File: config.mk
export PLATFORM = sky130hd
export DESIGN_NAME = fetch_ctrl
export DESIGN_NICKNAME = d
export VERILOG_FILES = /design/src/rtl/fetch_ctrl.sv
export SDC_FILE = /design/constraint.sdc
export NUM_CORES = 1
export LEC_CHECK = 0
export BUFFER_PORTS_ARGS = -buffer_cell sky130_fd_sc_hd__buf_2
export CAP_MARGIN = 20
export CORE_ASPECT_RATIO = 2
export CORE_UTILIZATION = 53
export DETAILED_ROUTE_END_ITERATION = 7
export PLACE_DENSITY_LB_ADDON = 0.12
export SLEW_MARGIN = 10
export SYNTH_ARGS = -nofsm -noshare
export SYNTH_HDL_FRONTEND = slang
export SYNTH_SLANG_ARGS = --single-unit
File: constraint.sdc
create_clock -name clk -period 2.5 [get_ports clk]
set_input_delay 0.375 -clock clk [delete_from_list [all_inputs] [get_ports clk]]
set_output_delay 0.375 -clock clk [all_outputs]
set_load 0.02 [all_outputs]
File: src/rtl/fetch_ctrl.sv
// fetch_ctrl: instruction-fetch sequencer. Owns the PC, addresses the
// combinational ROM, and queues fetched words (2 entries) toward decode.
// Control events (halt > trap > uret > redirect) flush the queue and retarget
// the PC; a nested trap is fatal and parks the block in HALT.
module fetch_ctrl #(
  parameter int unsigned         PC_W     = 16,
  parameter logic [PC_W-1:0]     RESET_PC = '0
) (
  input  logic            clk,
  input  logic            rst_n,
  output logic [PC_W-1:0] im_pc,
  input  logic [31:0]     im_instr,
  output logic            out_valid,
  input  logic            out_ready,
  output logic [31:0]     out_instr,
  output logic [PC_W-1:0] out_pc,
  input  logic            redirect,
  input  logic [PC_W-1:0] redirect_pc,
  input  logic            trap,
  input  logic [PC_W-1:0] trap_vec,
  input  logic            uret,
  input  logic [PC_W-1:0] ret_pc,
  input  logic            halt,
  output logic            in_handler,
  output logic            halted,
  output logic            fault
);

  typedef enum logic {RUN, HALT} state_t;

  localparam logic [PC_W-1:0] ALIGN_MASK = ~PC_W'(3);

  state_t          state_q, state_d;
  logic [PC_W-1:0] pc_q, pc_d;
  logic [1:0]      count_q, count_d;
  logic            in_handler_q, in_handler_d;
  logic            fault_q, fault_d;

  // Queue storage; entry 0 is always the head.
  logic [PC_W-1:0] q_pc   [2];
  logic [31:0]     q_inst [2];

  logic            pop;
  logic            push;
  logic            flush;
  logic            push_idx;

  assign pop       = (count_q != 2'd0) && out_ready;
  assign im_pc     = pc_q;
  assign out_valid = (count_q != 2'd0);
  assign out_pc    = q_pc[0];
  assign out_instr = q_inst[0];
  assign in_handler = in_handler_q;
  assign fault     = fault_q;
  assign halted    = (state_q == HALT);

  // Push lands after the surviving entries: slot 1 if one entry remains
  // after this cycle's pop, slot 0 otherwise.
  assign push_idx = (count_q == 2'd2) || ((count_q == 2'd1) && !pop);

  // Next-state, event arbitration and fetch decision.
  always_comb begin
    state_d      = state_q;
    pc_d         = pc_q;
    in_handler_d = in_handler_q;
    fault_d      = fault_q;
    flush        = 1'b0;
    push         = 1'b0;
    unique case (state_q)
      RUN: begin
        if (halt) begin
          state_d = HALT;
          flush   = 1'b1;
        end else if (trap) begin
          flush = 1'b1;
          if (in_handler_q) begin
            fault_d = 1'b1;
            state_d = HALT;
          end else begin
            pc_d         = trap_vec & ALIGN_MASK;
            in_handler_d = 1'b1;
          end
        end else if (uret && in_handler_q) begin
          flush        = 1'b1;
          pc_d         = ret_pc & ALIGN_MASK;
          in_handler_d = 1'b0;
        end else if (redirect) begin
          // A stray uret is treated as absent, so redirect may still apply.
          flush = 1'b1;
          pc_d  = redirect_pc & ALIGN_MASK;
        end else if ((count_q != 2'd2) || pop) begin
          push = 1'b1;
          pc_d = pc_q + PC_W'(4);
        end
      end
      HALT: begin
        flush = 1'b1;
      end
      default: begin
        state_d = HALT;
        flush   = 1'b1;
      end
    endcase
  end

  // Occupancy after this cycle's push/pop/flush.
  always_comb begin
    count_d = count_q;
    if (flush)
      count_d = 2'd0;
    else if (push && !pop)
      count_d = count_q + 2'd1;
    else if (pop && !push)
      count_d = count_q - 2'd1;
  end

  // State, PC and status registers.
  always_ff @(posedge clk or negedge rst_n) begin
    if (!rst_n) begin
      state_q      <= RUN;
      pc_q         <= RESET_PC;
      count_q      <= 2'd0;
      in_handler_q <= 1'b0;
      fault_q      <= 1'b0;
    end else begin
      state_q      <= state_d;
      pc_q         <= pc_d;
      count_q      <= count_d;
      in_handler_q <= in_handler_d;
      fault_q      <= fault_d;
    end
  end

  // Queue storage: shift on pop, then write the pushed word (later write wins).
  always_ff @(posedge clk or negedge rst_n) begin
    if (!rst_n) begin
      for (int unsigned i = 0; i < 2; i++) begin
        q_pc[i]   <= '0;
        q_inst[i] <= '0;
      end
    end else begin
      if (pop) begin
        q_pc[0]   <= q_pc[1];
        q_inst[0] <= q_inst[1];
      end
      if (push) begin
        q_pc[push_idx]   <= pc_q;
        q_inst[push_idx] <= im_instr;
      end
    end
  end

endmodule

* After elaboration in Yosys (flattened, before gate mapping)
Index checks and enable logic that the tools add are counted.
** Storage, ports and cells
- Flip-flop bits (word level) :: 117
- Output and inout port bits :: 68
- Logic and storage cells :: 73
** Operators by class
- $add $sub $neg :: 3
- Equality and inequality tests :: 4
- Reduce and logical (&&, ||, !) cells :: 17
- Order comparisons :: 2
- Bitwise logic cells :: 3
- Multiplexer cells :: 35
** Operators with widths (number)
- 16-bit 2-to-1 mux :: 7
- 32-bit 2-to-1 mux :: 3
- 64-bit bitwise mux :: 1
- 64-bit 2-to-1 mux :: 1
- 32-bit bitwise mux :: 1
- 32-bit demux with 1-bit select :: 1
- 16-bit by 3-bit adder with 16-bit output (second input constant) :: 1
- 16-bit demux with 1-bit select :: 1
- 1-bit 2-to-1 mux :: 16
- 4-bit AND reduction :: 2
- 1-bit logical AND :: 6
- 2-bit 2-to-1 mux :: 3
- 2-bit inequality test (second input constant) :: 2
- 2-bit nonzero test :: 2
- 4-bit nonzero test :: 1
- 3-bit AND reduction :: 1
- 3-bit nonzero test :: 1
- 2-bit by 1-bit adder with 2-bit output (second input constant) :: 1
- 2-bit by 1-bit == test with 1-bit output (second input constant) :: 1
- 2-bit == test (second input constant) :: 1
- 2-bit >= comparator (second input constant) :: 1
- 1-bit logical NOT :: 2
- 1-bit logical OR :: 2
- 2-bit by 1-bit < comparator with 1-bit output (second input constant) :: 1
- other kinds (4) :: 5

* Depth between registers and ports, before layout
Gate-level depths: netlist of run 1.
- Depth in word-level cells :: 14
- Depth in mapped cells :: 9
- Depth with buffers taken out :: 6

* Worst setup path after synthesis of run 1
No wires, ideal clock.
- Path kind :: flip-flop to flip-flop
- From :: reg count_q[0]
- To :: reg q_inst[24] (netlist bit)
- Data arrival time :: 1.790 ns
- Buffers on the path :: 1
- Slack :: 0.585 ns
- Library setup time :: 0.125 ns
- Period minus slack after synthesis :: 1.915 ns
- Cell stages (with the launch flop) :: 8
- Data required time :: 2.375 ns
- Path through :: dfrtp_1 inv_1 ha_1 nor2b_1 nand2_1 a21oi_4 buf_6 mux2_2
** Between the ends
- Longest elaborated chain between the ends :: 11
- Elaborated cells between the ends (all ways) :: 22
- Those cells by class :: 2 x order compare; 3 x eq/ne; 9 x mux; 1 x bitwise; 7 x reduce/logical
** Ends and longest elaborated chain
- from (decl) :: RTL line 35 : logic [1:0] count_q, count_d;
- from (signal assigned) :: RTL line 128 : count_q <= count_d;
- 2-bit nonzero test :: RTL line 48 : assign pop = (count_q != 2'd0) && out_ready;
- 1-bit logical AND :: RTL line 48
- 1-bit logical NOT :: RTL line 59 : assign push_idx = (count_q == 2'd2) || ((count_q == 2'd1) && !pop);
- 1-bit logical AND :: RTL line 59
- 1-bit logical OR :: RTL line 59
- 1-bit NOT with 2-bit output (not written as such) :: RTL line 148 : q_inst[push_idx] <= im_instr;
- 2-bit >= comparator (not written as such) / 2-bit by 1-bit < comparator with 1-bit output (equally long branches) :: RTL line 148
- 1-bit logical AND (not written as such) :: RTL line 148
- 32-bit 2-to-1 mux (not written as such) :: RTL line 148
- 32-bit demux with 1-bit select :: RTL line 148
- 64-bit bitwise mux :: RTL line 148
- to (signal, indexed assignment) :: RTL line 148
- to (decl) :: RTL line 41 : logic [31:0] q_inst [2];
Parallel ways exist; a longest one is shown, timed or not.
A chain may end at the register's enable or synchronous reset.

* Worst setup path in the final report of run 1
- From :: reg count_q[0]
- To :: reg q_inst[2] (netlist bit)
Same word-level chain as after synthesis.

==> flow_summary_export.csv, run 1 <==
group,metric,value,unit
run_status,status,"completed",
detailed_routing,wl_per_cell,15.83,µm
cells_and_area,post-route-util,0.6553,
sta,slew_viol_final,0,
worst_setup_path,criticalPathCategory,"flop to flop",
pwr,powerDensity,693.8,nW/µm²
sta,finalCriticalPeriod,2.097,ns
clocking,cts_sinks,113,
global_route,grt_pass1_wl,21200,µm
logic_synthesis,synth.top_cell.area_share,0.4882,
worst_setup_path,crit_path_end_kind,"flop",
logic_synthesis,synth-async-reset-ratio,1.000,
worst_hold_path,hold_class,"input pin to flop",
worst_hold_path,min_path_cells,3,
place,dpl.cell_count,755,
place,dpl_cell_area,6311,µm²
cells_and_area,nNetsFinal,729,
floorplan,die_h,149.8,µm
place,gp_congestion,0.8960,
floorplan,row_count,53,
logic_synthesis,yosysSeqAreaShare,0.4882,
worst_setup_path,crit_fanout,46,
logic_synthesis,syn_area,5792,µm²
cells_and_area,layout-drive-gt1-share,0.3671,
floorplan,initial_core_util,0.5493,
worst_setup_path,worstRegToRegCells,7,
cells_and_area,diodes,0,
logic_synthesis,synth_warnings,0,
cells_and_area,mostFrequentLayoutCells,"buf_2 (145), dfrtp_1 (113), nand2_1 (64)",
cells_and_area,final_common_cell,"buf_2",
clocking,cts-root-buf,"clkbuf_16",
logic_synthesis,synth.distinct_cells,52,
detailed_routing,first_iter_violations,196,
global_route,grt_pass1_vias,4422,
detailed_routing,detailroute.via_count,4303,
floorplan,coreArea,10540,µm²
logic_synthesis,synth_top_area_cell,"dfrtp_1",
detailed_routing,wirelength,12470,µm
global_route,grt_overflow,0,
sta,max_freq,477.0,MHz
logic_synthesis,synth.avg_cell_area,10.67,µm²
cells_and_area,fin_cells,788,
logic_synthesis,ys_ff_latch,113,
logic_synthesis,synth_flop_cell,"dfrtp_1",
detailed_routing,antenna_left,0,
global_route,grt_max_degree,50,
detailed_routing,drt_first_pass_iters,4,
worst_setup_path,cp-start-kind,"flop",
sta,hold_ws,0.1888,ns
clocking,clock_latency,0.40,ns
worst_setup_path,reg2reg_from,"count_q[0]",
detailed_routing,drc,0,
global_route,grt_usage,0.2386,
worst_hold_path,min-delay-start,"im_instr[4]",
logic_synthesis,synth_cells,543,
worst_setup_path,worst-r2r-setup-slack,0.40,ns
logic_synthesis,synthTopCellsByArea,"dfrtp_1 (49%), mux2_2 (8.6%), mux2i_1 (8.1%)",
sta,finalHoldViolCount,0,
floorplan,die_x,75.92,µm
clocking,cts_tree,"yes",
job,cap_violations,0,
pwr,finalPower,4.794,mW
global_route,antenna_found_initial,0,
sta,rsz0062_at_grt,"false",
logic_synthesis,synth_edf_count,0,
worst_hold_path,hold_end,"out_instr[4]",
clocking,cts_buffer_depth,2,
clocking,numCtsBuffers,17,
clocking,cts_setup_buffers,0,
sta,setup_slack,0.4035,ns
sta,finClkSkew,0.008650,ns
pwr,power_leakage,3.730,nW
floorplan,dieArea,11380,µm²
pwr,vdd_drop_max,0.0005566,V
detailed_routing,post_drt_via_cell_ratio,5.461,
worst_setup_path,worstPathRequired,2.78,ns
place,dp_slack,0.4040,ns
floorplan,top_level_ports,155,
clocking,path_clk_slew,0.06,ns
place,dpl.hpwl,8854,µm
clocking,htreeDepth,4,
place,numPortBuffers,146,
cells_and_area,syn_to_final_growth,19.29,%
sta,tns,0,ns
cells_and_area,stdcell_area,6909,µm²
sta,period_share,0.8386,
worst_setup_path,r2r_end,"q_inst[2]",
worst_setup_path,worstPathArrival,2.38,ns
sta,setup_viol,0,
-- registers in the layout (all words and copies together) (netlist names) --
signal and cells:
im_pc 14, out_instr 32, q_pc 14, halted 1, out_pc 16, q_inst 32
in_handler 1, fault 1, count_q 2
-- repair_timing --
item                                   4_1_cts  5_1_grt
endpoints found under the hold margin       34        0
resized for setup                            0        0
setup endpoints to repair                    0        0
hold buffers                                 1        0
-- layout make-up --
class,count,area (µm²)
Inverter,8,30.03
Clock inverter,11,137.6
Multi-Input combinational cell,338,2389
Clock buffer,21,450.4
Timing Repair Buffer,160,903.4
Sequential cell,113,2828
Tap cell,137,171.4
Fill cell,855,3635
-- kinds of logic after synthesis --
group / after synthesis / synth area share
flops: 113 / 0.4882
other cells: 1 / 0.0006475
simple gates: 123 / 0.09873
compound gates: 113 / 0.1270
fa+ha+maj: 4 / 0.008642
xor+xnor: 3 / 0.004537
mux: 93 / 0.1707
buf+inv: 93 / 0.1015
-- cells in the mapped netlist (all sizes together), types with 2 or more instances --
cell and number:
o221ai 5, nand3 10, a211o 2, a31oi 11, nand2b 4, a21oi 9
and2 3, o211ai 6, o21ai 54, ha 4, nor3b 2, clkbuf 12
nand2 64, a2bb2oi 3, nand3b 2, nand4 3, xnor2 3, and3 6
a21o 2, nor2b 3, nor2 14, buf 73, dfrtp 113, o31a 3
a31o 3, a211oi 3, inv 8, mux2 46, nor3 5, o32a 2
and4 4, mux2i 47
-- routing by layer --
metal | global-route usage | vias up | part of all wire
met4 | 0.1125 | 0 | 0.027
met5 | 0 | - | 0
met1 | 0.2585 | 2047 | 0.39
met3 | 0.05671 | 20 | 0.045
li1 | - | 2071 | -
met2 | 0.4350 | 165 | 0.54
-- worst max-delay path by stage --
stage | slack [ns] | startpoint | endpoint
global route | 0.27 | count_q[0] | out_pc[13]
finish | 0.40 | count_q[0] | q_inst[2]
global placement | 0.47 | uret | q_inst[6]
detailed placement | 0.40 | count_q[0] | q_pc[12]
CTS | 0.39 | count_q[0] | q_pc[12]
floorplan | 0.58 | count_q[0] | q_inst[24]
-- power breakdown --
part	switching, mW	total [mW]	internal [mW]
Clock	0.801	2.38	1.58
Combinational	0.264	0.444	0.180
Sequential	0.0785	1.97	1.89
-- critical path, stage by stage (launching register included) --
cell,delay [ns]
dfrtp_1,0.39
inv_1,0.07
ha_1,0.22
nor2b_1,0.29
nand2_1,0.14
a21oi_4,0.16
buf_12,0.27
mux2_2,0.38
Note: power is estimated with default switching activity, not from simulation.
==> run 2, diff against run 1 <==
==> constraint.sdc (replaced) <==
create_clock -name clk -period 2.09 [get_ports clk]
set_input_delay 0.3135 -clock clk [delete_from_list [all_inputs] [get_ports clk]]
set_output_delay 0.3135 -clock clk [all_outputs]
set_load 0.02 [all_outputs]
==> flow_summary_export.csv, run 2 (same netlist as run 1, synthesis figures left out) <==
group,metric,value,unit
floorplan,coreArea,10540,µm²
cells_and_area,stdcell_area,7018,µm²
clocking,cts_buffer_depth,2,
cells_and_area,diodes,0,
detailed_routing,post_drt_via_cell_ratio,5.511,
sta,max_freq,507.3,MHz
floorplan,top_level_ports,155,
pwr,vdd_drop_max,0.0006035,V
global_route,grt_usage,0.2374,
pwr,power_frac_seq,0.408,
place,dpl_cell_area,6329,µm²
clocking,clock_latency,0.40,ns
worst_setup_path,crit_path_end_kind,"flop",
detailed_routing,drc,0,
place,dpl.hpwl,8963,µm
clocking,htreeDepth,4,
pwr,powerDensity,818.4,nW/µm²
global_route,grt_overflow,0,
worst_setup_path,worstRegToRegCells,8,
floorplan,die_h,149.8,µm
pwr,p_switching,1.342,mW
sta,period_share,0.9432,
global_route,grt_max_degree,73,
clocking,cts-root-buf,"clkbuf_16",
pwr,power_leakage,3.787,nW
detailed_routing,detailroute.via_count,4381,
worst_setup_path,criticalPathCategory,"flop to flop",
worst_hold_path,min_path_cells,3,
floorplan,initial_core_util,0.5493,
sta,finalHoldViolCount,0,
clocking,cts_tree,"yes",
clocking,numCtsBuffers,17,
pwr,p_sw_frac,0.2337,
worst_setup_path,worstPathRequired,2.36,ns
detailed_routing,wirelength,13130,µm
sta,tns,0,ns
place,numPortBuffers,146,
pwr,clkPwrFrac,0.495,
global_route,grt_pass1_vias,4406,
sta,setup_viol,0,
cells_and_area,final_common_cell,"buf_2",
sta,worst_pin_slew,0.5203,ns
cells_and_area,n_fill_cell,854,
sta,slew_headroom,0.6531,
worst_setup_path,crit_fanout,11,
detailed_routing,drt_first_pass_iters,4,
clocking,cts_sinks,113,
detailed_routing,wl_per_cell,16.52,µm
floorplan,row_count,53,
run_status,status,"completed",
sta,finClkSkew,0.008033,ns
worst_setup_path,cp-start-kind,"flop",
floorplan,dieArea,11380,µm²
job,cap_violations,0,
pwr,comb_power_share,0.097,
worst_hold_path,hold_class,"input pin to flop",
detailed_routing,antenna_left,0,
cells_and_area,layout-drive-gt1-share,0.3769,
floorplan,die_x,75.92,µm
sta,slew_viol_final,0,
place,gp_congestion,0.8940,
cells_and_area,nNetsFinal,737,
global_route,grt_pass1_wl,21090,µm
worst_setup_path,worstPathArrival,2.25,ns
clocking,path_clk_slew,0.05,ns
global_route,antenna_found_initial,0,
cells_and_area,syn_to_final_growth,21.17,%
cells_and_area,mostFrequentLayoutCells,"buf_2 (145), dfrtp_1 (113), nand2_1 (64)",
pwr,intPower,4.401,mW
sta,finalCriticalPeriod,1.971,ns
detailed_routing,first_iter_violations,201,
## run 2: cell types whose count changed in the layout (fill, tap and decap cells not counted), sizes merged
cell	delta
clkbuf	+1
buf	+6
## run 2: layout make-up
type | count | area, µm² | area share
multi-input combinational | 338 | 2389 | 0.3403
clock buffer | 20 | 456.7 | 0.06507
timing repair buffer | 168 | 1006 | 0.1433
clock inverter | 11 | 137.6 | 0.01961
inverter | 8 | 30.03 | 0.004279
tap | 137 | 171.4 | 0.02442
sequential | 113 | 2828 | 0.4029
## run 2: critical path, cell delays in order (launching register included)
cell	delay [ns]
dfrtp_1	0.40
inv_1	0.09
ha_1	0.19
nand2b_4	0.16
nand3_1	0.14
a21oi_4	0.18
buf_12	0.15
buf_6	0.18
mux2_2	0.35
## run 2: power groups by stage
| stage | registers [mW] | clock network [mW] | logic, mW |
|---|---|---|---|
| floorplan | 2.41 | 0 | 0.282 |
| global placement | 2.37 | 0 | 0.544 |
| detailed placement | 2.38 | 0 | 0.556 |
| CTS | 2.34 | 2.90 | 0.560 |
| global route | 2.35 | 3.02 | 0.615 |
| finish | 2.34 | 2.84 | 0.557 |
## run 2: final timing paths
path | endpoint | start | slack, ns
worst max-delay path | q_inst[18] | count_q[0] | 0.12
worst min-delay path | out_instr[21] | im_instr[21] | 0.13
worst max register to register | q_inst[18] | count_q[0] | 0.12
worst min register to register | fault | fault | 0.47
max in group asynchronous | q_pc[13] | rst_n | 1.02
min in group asynchronous | q_inst[20] | rst_n | 0.44
## run 2: per-stage QoR
stage	std cells	total power, mW	utilization	hold slack, ns	setup WS [ns]
floorplan	544	2.688	-	0.01791	0.1748
global placement	759	2.915	0.6002	0.3137	0.1828
detailed placement	759	2.932	0.6002	0.3225	0.07755
CTS	791	5.799	0.6575	0.1174	0.07637
global route	795	5.983	0.6656	0.1234	-0.005089
finish	795	5.743	0.6656	0.1328	0.1187
## run 2: layer usage
| metal | part of all wire | vias to the layer above | GRT usage |
|---|---|---|---|
| met5 | 0 | - | 0 |
| met4 | 0.018 | 0 | 0.09135 |
| met3 | 0.044 | 22 | 0.05854 |
| met2 | 0.56 | 166 | 0.4386 |
| met1 | 0.38 | 2104 | 0.2593 |
| li1 | - | 2089 | - |
## run 2: what timing repair did
| item | 4_1_cts | 5_1_grt |
|---|---|---|
| hold buffers | 1 | 0 |
| endpoints found under the hold margin | 37 | 0 |
| resized for setup | 0 | 1 |
| setup endpoints to repair | 0 | 44 |
| buffers inserted | 0 | 1 |
==> run 3, diff against run 2 <==
--- a/config.mk
+++ b/config.mk
@@ -8,7 +8,8 @@
 export BUFFER_PORTS_ARGS = -buffer_cell sky130_fd_sc_hd__buf_2
 export CAP_MARGIN = 20
 export CORE_ASPECT_RATIO = 2
-export CORE_UTILIZATION = 53
+export CORE_UTILIZATION = 50
+export CTS_CLUSTER_SIZE = 25
 export DETAILED_ROUTE_END_ITERATION = 7
 export PLACE_DENSITY_LB_ADDON = 0.12
 export SLEW_MARGIN = 10
==> flow_summary_export.csv, run 3 (same netlist as run 1, synthesis figures left out) <==
group,metric,value,unit
worst_setup_path,worstRegToRegCells,7,
worst_setup_path,worstPathRequired,2.37,ns
floorplan,die_x,78.11,µm
clocking,cts_buffer_depth,2,
floorplan,coreArea,11290,µm²
global_route,antenna_found_initial,0,
job,cap_violations,0,
worst_setup_path,worstPathArrival,2.22,ns
clocking,clock_latency,0.40,ns
detailed_routing,drc,0,
pwr,power_leakage,3.745,nW
worst_setup_path,crit_fanout,46,
floorplan,initial_core_util,0.5132,
clocking,cts_setup_buffers,0,
floorplan,top_level_ports,155,
sta,finalHoldViolCount,0,
worst_hold_path,hold_end,"out_instr[8]",
pwr,powerDensity,813.5,nW/µm²
cells_and_area,mostFrequentLayoutCells,"buf_2 (145), dfrtp_1 (113), nand2_1 (64)",
pwr,vdd_drop_max,0.0007626,V
worst_setup_path,crit_path_end_kind,"flop",
cells_and_area,n_fill_cell,970,
sta,max_freq,516.6,MHz
worst_setup_path,crit_start,"count_q[0]",
worst_hold_path,min_path_cells,3,
detailed_routing,drt_first_pass_iters,4,
floorplan,dieArea,12040,µm²
clocking,path_clk_slew,0.05,ns
clocking,cts_tree,"yes",
global_route,grt_usage,0.2261,
clocking,htreeDepth,4,
floorplan,die_h,154.2,µm
run_status,status,"completed",
cells_and_area,syn_to_final_growth,19.55,%
place,numPortBuffers,146,
place,dpl.hpwl,8804,µm
worst_hold_path,min-delay-start,"im_instr[8]",
floorplan,row_count,55,
detailed_routing,first_iter_violations,221,
sta,slew_viol_final,0,
sta,tns,0,ns
cells_and_area,diodes,0,
cells_and_area,nNetsFinal,734,
cells_and_area,final_common_cell,"buf_2",
detailed_routing,wirelength,12580,µm
detailed_routing,antenna_left,0,
detailed_routing,wl_per_cell,15.79,µm
sta,finClkSkew,0.009044,ns
worst_setup_path,worst-r2r-setup-slack,0.15,ns
global_route,grt_pass1_vias,4533,
detailed_routing,detailroute.via_count,4343,
clocking,numCtsBuffers,17,
worst_setup_path,reg2reg_from,"count_q[0]",
clocking,cts_sinks,113,
detailed_routing,post_drt_via_cell_ratio,5.449,
place,gp_congestion,0.8878,
pwr,finalPower,5.632,mW
clocking,cts-root-buf,"clkbuf_16",
sta,setup_viol,0,
cells_and_area,layout-drive-gt1-share,0.3725,
worst_setup_path,cp-start-kind,"flop",
sta,rsz0062_at_grt,"false",
clocking,cts-resized-gates,0,
worst_setup_path,criticalPathCategory,"flop to flop",
worst_hold_path,hold_class,"input pin to flop",
global_route,grt_pass1_wl,21140,µm
global_route,grt_overflow,0,
global_route,grt_max_degree,70,
sta,period_share,0.9262,
sta,finalCriticalPeriod,1.936,ns
worst_setup_path,r2r_end,"q_inst[10]",
## run 3: cell count changes in the layout (fill, tap and decap cells not counted)
cell	previous run	this run
clkinv_4	0	1
buf_12	5	4
clkbuf_16	19	17
clkinv_2	5	4
buf_6	2	0
bufinv_16	3	2
clkbuf_1	1	2
buf_4	13	15
## run 3: power breakdown
group	internal, mW	switching (mW)	total [mW]	leakage (nW)
clock network	1.80	0.934	2.73	0.275
logic	0.224	0.335	0.559	1.93
registers	2.26	0.0803	2.34	1.54
total	4.28	1.35	5.63	3.75
## run 3: routing by layer
| layer | track usage | share of wire |
|---|---|---|
| met5 | 0 | 0 |
| met4 | 0.1190 | 0.034 |
| met3 | 0.05133 | 0.048 |
| met2 | 0.3968 | 0.53 |
| met1 | 0.2500 | 0.39 |
## run 3: cell type report
class / instances / area, µm² / share of cell area
clock buffers: 21 / 460.4 / 0.06650
clock inverters: 10 / 111.4 / 0.01608
inverters: 8 / 30.03 / 0.004337
multi-input cells: 338 / 2389 / 0.3450
flip-flops and latches: 113 / 2828 / 0.4084
well taps: 142 / 177.7 / 0.02566
repair buffers: 165 / 928.4 / 0.1341
## run 3: how the worst max path moves through the flow
stage,slack [ns],endpoint,cells past startpoint
after CTS,0.11,q_inst[1],7
after floorplan,0.17,q_inst[24],7
after global placement,0.16,q_inst[8],7
after detailed placement,0.12,q_inst[1],7
final,0.15,q_inst[10],7
after global routing,0.02,q_inst[4],7
## run 3: metrics by stage
stage / hold slack (ns) / setup slack (ns) / instances / util / area, µm²
after floorplan: 0.01791 / 0.1748 / 544 / - / 5796
after global placement: 0.2374 / 0.1600 / 765 / 0.5620 / 6342
after detailed placement: 0.2525 / 0.1172 / 765 / 0.5620 / 6342
after CTS: 0.1124 / 0.1060 / 797 / 0.6135 / 6924
after global routing: 0.1238 / 0.01742 / 797 / 0.6135 / 6924
final: 0.1321 / 0.1542 / 797 / 0.6135 / 6924
## run 3: what timing repair did
action,CTS,global route
endpoints found under the hold margin,23,0
hold buffers,1,0
setup endpoints to repair,0,1
## run 3: critical path: stages, from the launching register on
cell	delay, ns
dfrtp_1	0.40
inv_1	0.09
ha_1	0.18
nand2b_4	0.17
nand3_1	0.12
a21oi_4	0.16
buf_12	0.28
mux2_2	0.37
